## src/rtl/alt_mon_pkg.sv

```systemverilog
// rtl/alt_mon_pkg.sv - shared types, default widths and saturating helper for the event monitor
//
// Purpose : common definitions imported by alt_event_monitor and alt_mon_result_reg.
// Contents: CNT_W_DEF / WIN_W_DEF default widths, mon_state_e (IDLE, COUNT),
//           sat_inc() saturating increment on a 32-bit carrier.
package alt_mon_pkg;

  localparam int CNT_W_DEF = 8;
  localparam int WIN_W_DEF = 16;

  typedef enum logic [0:0] {
    IDLE  = 1'b0,
    COUNT = 1'b1
  } mon_state_e;

  // Returns value+1 when inc is set, unless value already sits at max_value.
  function automatic logic [31:0] sat_inc(input logic [31:0] value,
                                          input logic [31:0] max_value,
                                          input logic        inc);
    logic [31:0] res;
    res = value;
    if (inc && (value != max_value)) res = value + 32'd1;
    return res;
  endfunction

endpackage

```

## src/rtl/alt_mon_result_reg.sv

```systemverilog
// rtl/alt_mon_result_reg.sv - single-entry window result register with valid/ready and overrun
//
// Purpose : holds the final count of the last completed window until the reader takes it.
// Ports   : clk, rst (async, active-low), clr (sync clear)
//           load / load_count : a window just ended with this count
//           ready             : reader accepts when valid & ready
//           valid, count      : unread result
//           overrun           : sticky, a load replaced an unread result
import alt_mon_pkg::*;

module alt_mon_result_reg #(
  parameter int CNT_W = CNT_W_DEF
) (
  input  logic             clk,
  input  logic             rst,
  input  logic             clr,
  input  logic             load,
  input  logic [CNT_W-1:0] load_count,
  input  logic             ready,
  output logic             valid,
  output logic [CNT_W-1:0] count,
  output logic             overrun
);

  logic accept;
  assign accept = valid & ready;

  always_ff @(posedge clk or negedge rst) begin
    if (!rst) begin
      valid   <= 1'b0;
      count   <= '0;
      overrun <= 1'b0;
    end else if (clr) begin
      valid   <= 1'b0;
      count   <= '0;
      overrun <= 1'b0;
    end else if (load) begin
      // A load coincident with an accept is a clean hand-over, not an overrun.
      count <= load_count;
      valid <= 1'b1;
      if (valid && !accept) overrun <= 1'b1;
    end else if (accept) begin
      valid <= 1'b0;
    end
  end

endmodule

```

## src/rtl/alt_event_monitor.sv

```systemverilog
// rtl/alt_event_monitor.sv - windowed event counter with threshold alarm for detector z pulses
//
// Purpose : counts z_in pulses over back-to-back windows of win_len clocks, raises a
//           one-shot alarm per window at thresh, and hands each window count to a reader.
// Ports   : clk, rst (async, active-low), en (low aborts window), clr (sync clear)
//           z_in, win_len (0 acts as 1), thresh (0 disables alarm)
//           live_count, alarm, result_valid/result_ready/result_count, overrun
import alt_mon_pkg::*;

module alt_event_monitor #(
  parameter int CNT_W = CNT_W_DEF,
  parameter int WIN_W = WIN_W_DEF
) (
  input  logic             clk,
  input  logic             rst,
  input  logic             en,
  input  logic             clr,
  input  logic             z_in,
  input  logic [WIN_W-1:0] win_len,
  input  logic [CNT_W-1:0] thresh,
  output logic [CNT_W-1:0] live_count,
  output logic             alarm,
  output logic             result_valid,
  input  logic             result_ready,
  output logic [CNT_W-1:0] result_count,
  output logic             overrun
);

  localparam logic [0:0]  ST_IDLE  = IDLE;
  localparam logic [0:0]  ST_COUNT = COUNT;
  localparam logic [31:0] CNT_MAX  = (32'd1 << CNT_W) - 32'd1;

  logic [0:0]       state;
  logic [WIN_W-1:0] len_q;
  logic [WIN_W-1:0] win_cnt;
  logic [WIN_W-1:0] last_cnt;
  logic [CNT_W-1:0] count_next;
  logic             armed;
  logic             win_end;
  logic             hit;

  // A latched length of 0 behaves as a one-clock window.
  assign last_cnt   = (len_q == '0) ? '0 : len_q - WIN_W'(1);
  // Count including the pulse sampled at this edge.
  assign count_next = CNT_W'(sat_inc(32'(live_count), CNT_MAX, z_in));
  assign win_end    = (state == ST_COUNT) && en && !clr && (win_cnt == last_cnt);
  assign hit        = armed && (thresh != '0) && (count_next >= thresh);

  always_ff @(posedge clk or negedge rst) begin
    if (!rst) begin
      state      <= ST_IDLE;
      len_q      <= '0;
      win_cnt    <= '0;
      live_count <= '0;
      armed      <= 1'b0;
      alarm      <= 1'b0;
    end else if (clr) begin
      state      <= ST_IDLE;
      win_cnt    <= '0;
      live_count <= '0;
      armed      <= 1'b0;
      alarm      <= 1'b0;
    end else begin
      alarm <= 1'b0;
      if (state == ST_IDLE) begin
        win_cnt    <= '0;
        live_count <= '0;
        if (en) begin
          state <= ST_COUNT;
          len_q <= win_len;
          armed <= 1'b1;
        end
      end else if (!en) begin
        // Abort: partial count is dropped, result register is left alone.
        state      <= ST_IDLE;
        win_cnt    <= '0;
        live_count <= '0;
        armed      <= 1'b0;
      end else begin
        if (hit) begin
          alarm <= 1'b1;
          armed <= 1'b0;
        end
        if (win_end) begin
          // Next window starts on the following clock with a fresh length and re-armed alarm.
          win_cnt    <= '0;
          live_count <= '0;
          len_q      <= win_len;
          armed      <= 1'b1;
        end else begin
          win_cnt    <= win_cnt + WIN_W'(1);
          live_count <= count_next;
        end
      end
    end
  end

  alt_mon_result_reg #(
    .CNT_W (CNT_W)
  ) u_result (
    .clk        (clk),
    .rst        (rst),
    .clr        (clr),
    .load       (win_end),
    .load_count (count_next),
    .ready      (result_ready),
    .valid      (result_valid),
    .count      (result_count),
    .overrun    (overrun)
  );

endmodule

```

## config.mk

```make
export PLATFORM = sky130hd
export DESIGN_NAME = alt_event_monitor
export DESIGN_NICKNAME = d
export VERILOG_FILES = /design/src/rtl/alt_mon_pkg.sv /design/src/rtl/alt_mon_result_reg.sv /design/src/rtl/alt_event_monitor.sv
export SDC_FILE = /design/constraint.sdc
export NUM_CORES = 1
export LEC_CHECK = 0
export ABC_CLOCK_PERIOD_IN_PS = 4600
export BUFFER_PORTS_ARGS = -buffer_cell sky130_fd_sc_hd__buf_2
export CELL_PAD_IN_SITES_DETAIL_PLACEMENT = 1
export CELL_PAD_IN_SITES_GLOBAL_PLACEMENT = 2
export CORE_UTILIZATION = 36
export CTS_BUF_LIST = sky130_fd_sc_hd__clkbuf_8 sky130_fd_sc_hd__clkbuf_16
export DETAILED_ROUTE_END_ITERATION = 8
export HOLD_SLACK_MARGIN = 0.02
export PLACE_DENSITY_LB_ADDON = 0.08
export SLEW_MARGIN = 20
export SYNTH_ARGS = -nofsm -noshare
export SYNTH_HDL_FRONTEND = slang
export SYNTH_SLANG_ARGS = --single-unit
export TNS_END_PERCENT = 30
```

## constraint.sdc

```tcl
create_clock -name clk -period 4.6 [get_ports clk]
set_input_delay 1.15 -clock clk [delete_from_list [all_inputs] [get_ports clk]]
set_output_delay 1.15 -clock clk [all_outputs]
set_load 0.1 [all_outputs]
```

# After elaboration in Yosys (flattened, before gate mapping)
# Index checks and enable logic that the tools add are counted.
[totals]
output_inout_bits = 19
regBits = 53
input_bits = 30
[op_classes]
reduce_logical = 18
addsub = 3
order_cmp = 1
muxes = 34
n_bitwise = 2
n_eq_ne = 4
[ops]
columns = ["cell", "n"]
rows = [
  ["$mux 16", 9],
  ["$mux 8", 7],
  ["$mux 1", 18],
  ["$add 16x1->16 const B", 1],
  ["$eq 16x16->1", 1],
  ["$logic_not 16->1", 1],
  ["$sub 16x1->16 const B", 1],
  ["$add 8x1->8 const B", 1],
  ["$ge 8x8->1", 1],
  ["$ne 8x8->1 const B", 1],
  ["$reduce_bool 8->1", 1],
  ["$logic_and 1x1->1", 7],
  ["$reduce_bool 3->1", 2],
  ["$ne 5x3->1 const B", 1],
  ["$reduce_and 2->1", 2],
  ["$reduce_bool 2->1", 2],
  ["$reduce_and 3->1", 1],
  ["$logic_not 1->1", 2],
  ["$ne 2x1->1 const B", 1],
  ["$and 1x1->1", 1],
  ["$not 1->1", 1],
]

# Depth between registers and ports, before layout
# Gate-level depths: netlist of the first run.
[depth]
depth_word = 10
mapped_depth = 14
depth_no_buf = 14

# Modules after synthesis
# From an unflattened synthesis of the first run, not the netlist that was laid out.
[hier_totals]
cells_unflattened = 471
area_unflattened_um2 = 4121.5
[by_module_without_submodules]
columns = ["module", "area_each_um2", "instances", "cells_each"]
rows = [
  ["alt_event_monitor", 3711.1, 1, 438],
  ["alt_mon_result_reg", 410.4, 1, 33],
]

# Worst setup path after synthesis of the first run
# No wires, ideal clock.
[synth_timing]
path_type = "register -> register"
startpoint = "register len_q[0]"
endpoint = "register len_q[10]"
path_stages_with_launch = 13
arrival_time_ps = 3656
t_required_ps = 4475
path_slack_ps = 820
period_less_slack_ps = 3780
path_buffers = 2
setup_ps = 125
path_cell_list = "dfrtp_1 > inv_1 > ha_1 > or3b_2 > clkbuf_1 > nor4_1 > a21oi_1 > a2111o_1 > a2111oi_0 > nand3_1 > o41ai_4 > buf_6 > mux2_2"
[synth_via]
elab_chain_cells = 6
word_cells_on_any_way = 7
[synth_rtl]
columns = ["element", "line_no", "text"]
rows = [
  ["start: declaration", "alt_event_monitor.sv:34", "logic [WIN_W-1:0] len_q;"],
  ["start signal: assignment", "alt_event_monitor.sv:70", "len_q <= win_len;"],
  ["start signal: assignment", "alt_event_monitor.sv:88", "len_q <= win_len;"],
  ["$sub 16x1->16 or $logic_not 16->1 (tied branches)", "alt_event_monitor.sv:43", "assign last_cnt = (len_q == '0) ? '0 : len_q - WIN_W'(1);"],
  ["$mux 16 *", "alt_event_monitor.sv:43", ""],
  ["$eq 16x16->1 *", "alt_event_monitor.sv:46", "assign win_end = (state == ST_COUNT) && en && !clr && (win_cnt == last_cnt);"],
  ["$logic_and 1x1->1 *", "alt_event_monitor.sv:46", ""],
  ["$ne 2x1->1 (no line) *", "-", ""],
  ["$reduce_and 3->1 (no line) *", "-", ""],
]
# Every way passes the cells marked *; elsewhere a longest branch is shown, timed or not.
# A chain may end at the register's enable or synchronous reset.

# Final worst setup path of the first run
[layout_timing]
startpoint = "register len_q[0]"
endpoint = "register win_cnt[1]"
[layout_via]
elab_chain_cells = 8
word_cells_on_any_way = 9
[layout_rtl]
columns = ["element", "line_no", "text"]
rows = [
  ["$sub 16x1->16 or $logic_not 16->1 (tied branches)", "alt_event_monitor.sv:43", ""],
  ["$mux 16 *", "alt_event_monitor.sv:43", ""],
  ["$eq 16x16->1 *", "alt_event_monitor.sv:46", ""],
  ["$logic_and 1x1->1 *", "alt_event_monitor.sv:46", ""],
  ["$mux 16 *", "alt_event_monitor.sv:84", "if (win_end) begin"],
  ["$mux 16 *", "alt_event_monitor.sv:73", "end else if (!en) begin"],
  ["$mux 16 *", "alt_event_monitor.sv:65", "if (state == ST_IDLE) begin"],
  ["$mux 16 *", "alt_event_monitor.sv:57", "end else if (clr) begin"],
  ["end signal: assignment", "alt_event_monitor.sv:91", "win_cnt <= win_cnt + WIN_W'(1);"],
  ["end: declaration", "alt_event_monitor.sv:35", "logic [WIN_W-1:0] win_cnt;"],
]
# Marks and branches as above.

==> results, run 1 <==
- The most common cell in the netlist is sky130_fd_sc_hd__dfrtp_1.
- Setup repair after global routing left no endpoint under its margin.
- The area share of the largest cell type after synthesis is 0.375.
- The endpoint kind of the worst setup timing path is a flop.
- The height of the die is 101 µm.
- For this configuration, the core starts out at a cell density of 0.377.
- Dividing the detail-routed wire length by the instance count gives 17.7 µm.
- The share of synthesized registers carrying an async set or reset is 1.00.
- The kind of cell with the highest combined delay along the critical path is simple AND/OR/NAND/NOR gates.
- The worst relative slew slack is 0.551.
- The critical path required time is 4820 ps.
- Compared with the post-synthesis result, the final layout area differs by 13.0%.
- The areal power density over the cells is 278 nW/µm².
- The number of buffers inserted for hold repair after clock tree synthesis is 0.
- In this run the deepest clock path goes through 2 buffers.
- The TritonCTS sink count is 53.
- The CTS tree is done.
- The number of max-cap violations is 0.
- The number of nets still failing antenna checks after routing is 0.
- The mapped cell area is about 3500 µm².
- The final count of hold timing violations is 0.
- The run finished with clean final reports.
- The filler cells instantiated in the layout total between 1000 and 1500.
- The number of design rule violations left after detail routing is 0.
- The mux contribution to synthesized area is 0.0687.
- Setup total negative slack on the finished layout was measured at 0 ps.
- The number of setup buffers added after CTS is 0.
- The total core area is 9370 µm².
- The clock tree synthesis step divided the H-tree into 2 levels.
- The worst setup skew after layout is 11.3 ps.
- The net total in the final layout is approximately 470.
- The first-iteration detailed-routing DRC count is 96.
- Along the worst path, the maximum fanout reaches 12.
- The number of different library cells used by synthesis comes to a little under 60.
- The shortest period the worst path allows is 4160 ps.
- The layout cell share with drive strength beyond 1 is 0.221.
- The share of the Yosys chip area taken by registers is 0.375.
- The total die area is 10200 µm².
- The number of antenna violations at the first check in global routing is 0.
- In the routed layout, each cell is associated on average with a via count of 5.45.
- The worst path arrival time is 4380 ps.
- Of the available clock period, the critical path in the final layout requires 0.904.
- Summed over all nets, the switching power comes to 0.000354 W.
- The dominant cell type by area after synthesis is sky130_fd_sc_hd__dfrtp_1.
- The finished layout cell area is approximately 4000 µm².
- The total count of max-transition violations in the final report came to 0.
- The switching share of power is 0.320.
- The floorplan has 35 rows.
- The worst hold path belongs to the class flop to flop.
- The most used flip-flop cell after synthesis is sky130_fd_sc_hd__dfrtp_1.
- The analysis attributes to cell leakage a power of 1.78 nW.
- The worst-case vdd ir drop is between 0.1 and 0.15 mV.
- The first global-routing pass estimated 16.5 mm of wire.
- Clock-pin slew was measured on the worst setup and hold paths at 110 ps.
- The cell area reported after detailed placement is 3870 µm².
- The tree is rooted in a sky130_fd_sc_hd__clkbuf_8.
- The number of register bits inferred by synthesis is 53.
- The total of endpoints with negative setup slack in the final report is 0.
- The number of synthesized flops with an enable pin is 0.
- The total buffers and inverters traversed by the critical path is 0.
- Routability-driven placement finished with a final weighted congestion of between 0.8 and 0.9.
- Input and output buffers added on the ports amount to 48.
- Of the total power, combinational logic draws 0.195.
- The die is around 100 µm wide.
- The multi-input combinational cells in the finished layout cover a total of roughly 2000 µm².
- The clock latency reported for the late side of the worst-skew pair is ~320 ps.
- For this run, the total global-route usage over all layers was measured as 0.212.
- The synthesized-area fraction occupied by xor and xnor cells is 0.0762.
- Cell internal power was estimated by the tool at 0.000754 W.
- After synthesis, the largest family of logic cells by area is simple AND/OR/NAND/NOR gates.
- The end-of-flow core utilization is 0.426.
- The via count of the first global-routing pass is 3166.
- The post-synthesis compound-gate area fraction is 0.149.
- The cell at the slowest stage of the critical path is sky130_fd_sc_hd__or4_1.
- Summed over all layers, the routed wires come to a little under 10 mm.
- The top achievable clock speed is 0.240 GHz.
- The critical path start-end classification is flop to flop.
- During synthesis, Yosys emitted a total of 0 warnings.
- The fraction of the mapped netlist area in simple logic gates is 0.236.
- Entering global routing, the biggest net connects 30 pins.
- The total inserted antenna cells is 0.
- The post-route non-filler standard cell count is between 500 and 600.
- The total overflow left after global routing is 0.
- Before antenna repair, the detailed router went through 4 iterations.
- The signal on the critical path passes through or4_1 > or4_4 > o211a_1 > a2111o_1 > or4_1 > a2111o_1 > or2_1 > and3_1.
- The detailed router placed 3023 vias in this run.
- In the synthesized netlist, the number of instances is 386.
- The worst setup path is launched from a flop.
- The largest incremental delay on the critical path is 730 ps.
- The instance count after placement with tap cells included is around 550.
- The share of total power dissipated in the clock network is 0.316.
- In the synthesized netlist, the cells that appear most often are sky130_fd_sc_hd__dfrtp_1, sky130_fd_sc_hd__nor2_1, sky130_fd_sc_hd__inv_1.
- The post-synthesis share of cell area spent on full adders, half adders and majority gates is 0.0390.
- In the post-synthesis netlist, the biggest area contributors are sky130_fd_sc_hd__dfrtp_1, sky130_fd_sc_hd__mux2_2, sky130_fd_sc_hd__nor2_1.
- The post-synthesis area per instance is 9.15 µm².
- When the netlist entered floorplanning its net count stood at 427.
- Across all hold checks on the routed design, the worst slack comes to 551 ps.
- The HPWL after detailed placement is 7.56 mm.
- The area used by sequential logic in the layout is 1330 µm².
- The part of the total power dissipated in sequential elements is 0.490.
- The total CTS buffers is 5.
- The actual transition at the worst max-transition pin is 673 ps.
- In this run the count of I/O pins placed on the die edge is between 40 and 50.
## per-layer routing
metal  wire (µm)  global-route usage
met5           0                   0
met4          48              0.0346
met3         332              0.0395
met2        5050               0.379
met1        4380               0.268
## worst reg2reg max path: cells and delay by family, from the launching register on
kind               cells  cell delay, ps
DFF                    1             460
AOI/OAI and AO/OA      3            1040
and+or+nand+nor        5            2560
## flip-flops by register name, indices dropped and copies added, names as in the netlist
signal	flops
state	1
u_result.count	8
u_result.overrun	1
len_q	16
alarm	1
win_cnt	16
live_count	8
u_result.valid	1
armed	1
## path summary, 6_finish.rpt
check                                 start                 to  slack [ps]  cells past startpoint
setup / recovery                   len_q[0]         win_cnt[1]         440                      8
hold / removal             u_result.overrun   u_result.overrun         550                      2
setup reg to reg                   len_q[0]         win_cnt[1]         440                      8
hold reg to reg            u_result.overrun   u_result.overrun         550                      2
max in group asynchronous               rst  u_result.count[1]        2950                      2
min in group asynchronous               rst         win_cnt[8]         850                      1
## metrics by stage
step | worst slack (ps) | total power, W
6_report | 442 | 0.00111
2_1_floorplan | 820 | 0.000692
5_1_grt | 285 | 0.00118
4_1_cts | 191 | 0.00113
3_5_place_dp | 211 | 0.000769
3_3_place_gp | 419 | 0.000762
## layout make-up
cell class                      instances  area share
Multi-Input combinational cell        289       0.504
Sequential cell                        53       0.332
Timing Repair Buffer                   55      0.0734
Tap cell                              129      0.0404
Inverter                               21      0.0197
Clock buffer                            5      0.0172
Clock inverter                          3      0.0125
## power by group through the flow
stage	sequential [W]	clock, W	combinational (W)
floorplan	0.000524	0	0.000168
global placement	0.000551	0	0.000211
detailed placement	0.000552	0	0.000217
CTS	0.000543	0.000366	0.000218
global route	0.000550	0.000384	0.000241
finish	0.000543	0.000350	0.000216
## repair_timing
item,4_1_cts,5_1_grt
setup endpoints to repair,0,13
endpoints found under the hold margin,0,0
resized for setup,0,1
## layout by cell type, fill, tap and decap left out, types with 3 or more instances in the layout
master                      n
sky130_fd_sc_hd__nand4_1    3
sky130_fd_sc_hd__a21oi_1   10
sky130_fd_sc_hd__nor3_1     7
sky130_fd_sc_hd__nand2_1   18
sky130_fd_sc_hd__dfrtp_1   53
sky130_fd_sc_hd__nand3_1   17
sky130_fd_sc_hd__xor2_1    14
sky130_fd_sc_hd__and3_1     7
sky130_fd_sc_hd__a31oi_1    3
sky130_fd_sc_hd__nand3b_1   3
sky130_fd_sc_hd__or2_2      4
sky130_fd_sc_hd__o21ai_1    7
sky130_fd_sc_hd__or4_1      9
sky130_fd_sc_hd__buf_2     48
sky130_fd_sc_hd__mux2i_1    4
sky130_fd_sc_hd__nand2b_1   4
sky130_fd_sc_hd__ha_1      11
sky130_fd_sc_hd__nor2b_1   13
sky130_fd_sc_hd__xnor2_1   14
sky130_fd_sc_hd__nor3b_1    3
sky130_fd_sc_hd__mux2_2    18
sky130_fd_sc_hd__a2111o_1   5
sky130_fd_sc_hd__o21ai_0   17
sky130_fd_sc_hd__inv_1     21
sky130_fd_sc_hd__clkbuf_8   5
sky130_fd_sc_hd__buf_4      7
sky130_fd_sc_hd__o21a_1     3
sky130_fd_sc_hd__nor2_1    43
sky130_fd_sc_hd__nor4_1     9
## cells by family after synthesis
family	after synthesis
compound gates	73
xor+xnor	29
fa+ha+maj	11
buf+inv	44
flops	53
mux	22
simple gates	154
Power figures use the tool's default switching activity.
==> run 2: changes to the inputs <==
- PLACE_DENSITY: default -> 0.86
- PLACE_DENSITY_LB_ADDON: 0.08 -> default
- RECOVER_POWER: default -> 100
==> results, run 2 (synthesis gave the netlist of run 1 again) <==
- The height of the die was 101 µm (unchanged).
- The total die area is 10200 µm² (unchanged).
- The worst-case vdd ir drop is 0.122 mV (-7.3%).
- The number of design rule violations left after detail routing was 0 (unchanged).
- The startpoint type of the worst setup path is a flop.
- The signal on the critical path passes through or4_1 > or4_4 > o211a_1 > a2111o_1 > or4_1 > a2111o_1 > o21ai_2 > clkbuf_2 > nor2_1.
- The total leakage power is 1.66 nW (-6.4%).
- The worst setup skew after layout is 8.07 ps (-3.19 ps).
- The total core area is 9370 µm² (unchanged).
- The min-delay analysis places its worst path in the category flop to flop.
- The share of the clock period used by the worst path is 0.919 (+0.0147).
- The vias per cell is 5.47 (+0.45%).
- CTS placed an instance of sky130_fd_sc_hd__clkbuf_8 at the clock tree root.
- The weighted congestion at the end of routability-driven global placement is 0.879 (+0.53%).
- The clock latency reported for the late side of the worst-skew pair was 310 ps (about the same).
- The gate family responsible for the most delay along the worst path is simple AND/OR/NAND/NOR gates.
- The setup TNS is 0 ps (unchanged).
- The sum of overflow across all layers after global routing is 0 (unchanged).
- The first-iteration detailed-routing DRC count was 123 (+28%).
- The depth of the CTS H-tree is 2 (unchanged).
- The detailed-route wire length per cell came to 17.3 µm (-2.3%).
- The number of gates resized after cts was 0 (unchanged).
- The number of nets still failing antenna checks after routing is 0 (unchanged).
- In the layout the commonest cells are sky130_fd_sc_hd__dfrtp_1, sky130_fd_sc_hd__nor2_1, sky130_fd_sc_hd__buf_2, sky130_fd_sc_hd__o21ai_0.
- Setup repair after global routing left no endpoint under its margin.
- The CTS clock-pin slew for the worst setup and hold paths is 100 ps (about the same).
- The checks that failed: capacitance limit, slew limit.
- The site row count is 35 (unchanged).
- The TritonCTS sink count came to 53 (unchanged).
- The worst path arrival time is 4410 ps (+30 ps).
- The number of antenna violations at the first check in global routing was 0 (unchanged).
- The number of setup buffers added after CTS is 0 (unchanged).
- STA classifies the critical path endpoint as a flop.
- The number of iterations in the first detailed-routing pass is 6 (+2).
- The worst setup slack after placement is 475 ps (+263 ps).
- The worst relative slew slack is -0.892 (-1.44).
- The number of buffers inserted for hold repair after clock tree synthesis is 0 (unchanged).
- The total inserted antenna cells is 0 (unchanged).
- The net total in the final layout was 467 (+0.21%).
- The largest buffer count on any clock path is 2 (unchanged).
- The global-route wire length before repair is 16.0 mm (-2.7%).
- The routed wire length came to 9.60 mm (-2.1%).
- The final count of hold timing violations was 0 (unchanged).
- The synthesis-to-finish area growth is 11.0%.
- The critical path required time is 4790 ps (-30 ps).
- The critical path in this run is classified as flop to flop.
- The largest registers in the layout are len_q (16), win_cnt (16).
- The areal power density over the cells is 267 nW/µm² (-3.9%).
- The number of max-cap violations is 1 (+1).
- The number of I/O pins is 49 (unchanged).
- The final-layout worst hold slack is 561 ps (+10.1 ps).
- The via count of the first global-routing pass came to 3113 (-1.7%).
- The total buffers and inverters traversed by the critical path is 1 (+1).
- The maximum number of pins on one net before global-route repair was 54 (+80%).
- The top achievable clock speed is 0.237 GHz (-1.6%).
- The shortest period the worst path allows is 4230 ps (+67.8 ps).
- Leaving out fill and tap cells, the most frequent cell in the layout is sky130_fd_sc_hd__dfrtp_1.
- The actual transition at the worst max-transition pin is 2840 ps (+2170 ps).
- The highest net fanout along the worst path is 15 (+3).
- The total CTS buffers came to 5 (unchanged).
- The total of endpoints with negative setup slack in the final report is 0 (unchanged).
- The initial cell density of the core came to 0.377 (unchanged).
- The layout cell share with drive strength beyond 1 is 0.169 (-0.0520).
- The overall global routing resource usage is 0.203 (-0.00925).
- The run finished, with violations left.
- The half-perimeter wire length after placement came to 7.31 mm (-3.3%).
- The slowest stage of the critical path is the sky130_fd_sc_hd__or4_1 cell.
- The count of input and output buffers came to 48 (unchanged).
- The end-of-flow core utilization came to 0.418 (-0.00748).
- The largest incremental delay on the critical path is 690 ps (-40 ps).
- The number of vias in the routed layout is 3042 (+0.63%).
- The final critical-path setup slack came to 374 ps (-67.8 ps).
- The total count of max-transition violations in the final report is 54 (+54).
- The x dimension of the die is 101 µm (unchanged).
- The CTS tree is done.
[run 2: layout make-up]
type,count,area (µm²)
clock inverters,2,17.5
repair buffers,56,267
inverters,21,78.8
fillers,1154,5450
multi-input cells,289,1990
flip-flops and latches,53,1330
well taps,129,161
clock buffers,6,82.6
[run 2: worst register-to-register path, stage by stage, from the launching register on]
cell and delay, ps:
sky130_fd_sc_hd__dfrtp_1 460, sky130_fd_sc_hd__or4_1 690, sky130_fd_sc_hd__or4_4 630, sky130_fd_sc_hd__o211a_1 250
sky130_fd_sc_hd__a2111o_1 350, sky130_fd_sc_hd__or4_1 480, sky130_fd_sc_hd__a2111o_1 430, sky130_fd_sc_hd__o21ai_2 350
sky130_fd_sc_hd__clkbuf_2 370, sky130_fd_sc_hd__nor2_1 100
[run 2: metal layers]
layer,wire (µm),track usage
met5,0,0
met4,186,0.0479
met3,307,0.0319
met2,4680,0.349
met1,4420,0.266
[run 2: worst paths after layout]
path	start	to	slack (ps)	cells after the start
hold / removal	u_result.overrun	u_result.overrun	560	2
setup / recovery	len_q[0]	win_cnt[14]	370	9
setup reg to reg	len_q[0]	win_cnt[14]	370	9
max in group asynchronous	rst	u_result.count[2]	1170	2
hold reg to reg	u_result.overrun	u_result.overrun	560	2
min in group asynchronous	rst	len_q[10]	1840	2
[run 2: stage by stage]
step | total power [W] | cell area, µm² | std cells
2_1_floorplan | 0.000692 | 3530 | 386
3_3_place_gp | 0.000756 | 3870 | 548
3_5_place_dp | 0.000765 | 3870 | 548
4_1_cts | 0.00106 | 3970 | 556
5_1_grt | 0.00111 | 3920 | 556
6_report | 0.00105 | 3920 | 556
[run 2: power breakdown]
group	internal [W]	total [W]	leakage (nW)	switching, W
registers	0.000492	0.000542	0.703	0.0000500
clock network	0.000126	0.000294	0.0518	0.000169
logic	0.0000940	0.000210	0.908	0.000116
total	0.000712	0.00105	1.66	0.000335
==> run 3: changes to the inputs <==
- ABC_CLOCK_PERIOD_IN_PS: 4600 -> 4200
- CORE_MARGIN: default -> 2
- clock period: 4.6 -> 4.2 ns (I/O delays scaled with it)
==> results, run 3 (synthesis gave the netlist of run 1 again) <==
- The largest registers in the layout are len_q (16), win_cnt (16).
- The total core area is 9640 µm² (+2.9%).
- The routed wire length is 9.71 mm (+1.2%).
- The final count of hold timing violations was 0 (unchanged).
- The TritonCTS sink count is 53 (unchanged).
- The height of the die is 103 µm (+2.0%).
- The maximum number of pins on one net before global-route repair is 35 (-35%).
- CTS placed an instance of sky130_fd_sc_hd__clkbuf_8 at the clock tree root.
- The power consumption came to 0.00126 W (+20%).
- The worst setup skew after layout came to 5.53 ps (-2.54 ps).
- The library cells used most frequently in the layout, excluding fill and tap cells, are sky130_fd_sc_hd__dfrtp_1, sky130_fd_sc_hd__nor2_1, sky130_fd_sc_hd__buf_2, sky130_fd_sc_hd__o21ai_0, sky130_fd_sc_hd__clkbuf_1.
- The checks that failed: capacitance limit, slew limit.
- The areal power density over the cells is 310 nW/µm² (+16%).
- The register-to-register path setup slack is 280 ps (-100 ps).
- The clock latency reported for the late side of the worst-skew pair was 310 ps (about the same).
- Setup repair after global routing left no endpoint under its margin.
- The total of endpoints with negative setup slack in the final report came to 0 (unchanged).
- The top achievable clock speed is 0.255 GHz (+7.7%).
- The total leakage power is 1.73 nW (+4.3%).
- The via count of the first global-routing pass is 3214 (+3.2%).
- The cell area reported after detailed placement came to 3960 µm² (+2.1%).
- The actual transition at the worst max-transition pin was 1860 ps (-982 ps).
- The detailed-route wire length per cell was 17.1 µm (-0.80%).
- The share of the clock period used by the worst path is 0.934 (+0.0153).
- The initial cell density of the core was 0.366 (-0.0105).
- The total die area is 10600 µm² (+4.0%).
- The worst flop-to-flop path startpoint is len_q[0].
- The number of buffers inserted for hold repair after clock tree synthesis is 0 (unchanged).
- Leaving out fill and tap cells, the most frequent cell in the layout is sky130_fd_sc_hd__dfrtp_1.
- The shortest period the worst path allows is 3920 ps (-303 ps).
- The number of max-cap violations is 1 (unchanged).
- The number of antenna violations at the first check in global routing is 0 (unchanged).
- The total CTS buffers came to 5 (unchanged).
- The synthesis-to-finish area growth is 14.8%.
- The first-iteration detailed-routing DRC count is 112 (-8.9%).
- The half-perimeter wire length after placement is 7.54 mm (+3.2%).
- The global-route wire length before repair is 16.2 mm (+1.1%).
- The worst path arrival time is 4130 ps (-280 ps).
- In this run the worst setup path begins at len_q[0].
- The x dimension of the die is 103 µm (+2.0%).
- The number of iterations in the first detailed-routing pass is 5 (-1).
- The worst register-to-register path ends at len_q[2].
- The layout cell share with drive strength beyond 1 is 0.180 (+0.0111).
- The number of nets still failing antenna checks after routing is 0 (unchanged).
- The startpoint type of the worst setup path is a flop.
- The number of I/O pins came to 49 (unchanged).
- The worst setup path is captured at a flop.
- The overall global routing resource usage is 0.196 (-0.00641).
- The net total in the final layout is 474 (+1.5%).
- The setup TNS is 0 ps (unchanged).
- The total inserted antenna cells is 0 (unchanged).
- The count of input and output buffers is 48 (unchanged).
- The finished layout cell area was 4060 µm² (+3.4%).
- The weighted congestion at the end of routability-driven global placement is 0.904 (+2.9%).
- The site row count was 36 (+2.9%).
- The post-route non-filler standard cell count is 567 (+2.0%).
- The vias per cell is 5.45 (-0.36%).
- The sum of overflow across all layers after global routing is 0 (unchanged).
- The end point of the critical path is len_q[2].
- The CTS clock-pin slew for the worst setup and hold paths is 100 ps (about the same).
- The largest buffer count on any clock path is 2 (unchanged).
- The critical path required time was 4400 ps (-390 ps).
- The worst relative slew slack is -0.238 (+0.654).
- The worst-case vdd ir drop came to 0.147 mV (+20%).
- The depth of the CTS H-tree is 2 (unchanged).
- The CTS tree is done.
- The count of cells along the worst register-to-register path is 9 (unchanged).
- The instance count after placement with tap cells included is 559 (+2.0%).
- The run finished, with violations left.
- The critical path start-end classification is flop to flop.
- The highest net fanout along the worst path is 16 (+1).
- The number of design rule violations left after detail routing was 0 (unchanged).
- The number of vias in the routed layout is 3091 (+1.6%).
- The total count of max-transition violations in the final report was 35 (-35%).
- The worst hold path belongs to the class flop to flop.
## run 3: worst max-delay path, cell delays in order (launching register included)
cell and delay (ps):
sky130_fd_sc_hd__dfrtp_1 460, sky130_fd_sc_hd__or4_1 580, sky130_fd_sc_hd__or4_1 670, sky130_fd_sc_hd__o211a_1 290, sky130_fd_sc_hd__a2111o_1 380, sky130_fd_sc_hd__a2111oi_0 370
sky130_fd_sc_hd__nand3_1 210, sky130_fd_sc_hd__o41ai_4 310, sky130_fd_sc_hd__buf_12 200, sky130_fd_sc_hd__mux2_2 350
## run 3: where the power goes
part / internal, W / switching, W
sequential: 0.000539 / 0.0000472
clock: 0.000237 / 0.000180
combinational: 0.000114 / 0.000139
total: 0.000890 / 0.000366
## run 3: worst min-delay path by stage
| stage | start | endpoint | cells after the start |
|---|---|---|---|
| floorplan | win_cnt[0] | win_cnt[0] | 1 |
| global placement | u_result.overrun | u_result.overrun | 2 |
| detailed placement | len_q[1] | len_q[1] | 1 |
| CTS | u_result.overrun | u_result.overrun | 2 |
| global route | u_result.overrun | u_result.overrun | 2 |
| finish | u_result.overrun | u_result.overrun | 2 |
## run 3: through the flow
stage               worst slack (ps)  utilization  hold slack (ps)
floorplan                        420            -              518
global placement                 325        0.410              542
detailed placement               126        0.410              574
CTS                              123        0.424              590
global route                     112        0.421              623
finish                           277        0.421              587
## run 3: layer usage
layer  GRT usage  vias up  routed length (µm)
met5           0        -                   0
met4      0.0536        0                 172
met3      0.0285       15                 336
met2       0.348       63                4900
met1       0.249     1541                4300
li1            -     1472                   -
## run 3: final cells by class
cell class,count,area [µm²]
Fill cell,1198,5580
Multi-Input combinational cell,289,2010
Sequential cell,53,1330
Timing Repair Buffer,63,345
Tap cell,133,166
Inverter,21,78.8
Clock buffer,5,68.8
Clock inverter,3,65.1
## run 3: timing repair
item / 4_1_cts / 5_1_grt
resized for setup: 0 / 2
buffers inserted: 0 / 0
setup endpoints to repair: 0 / 18
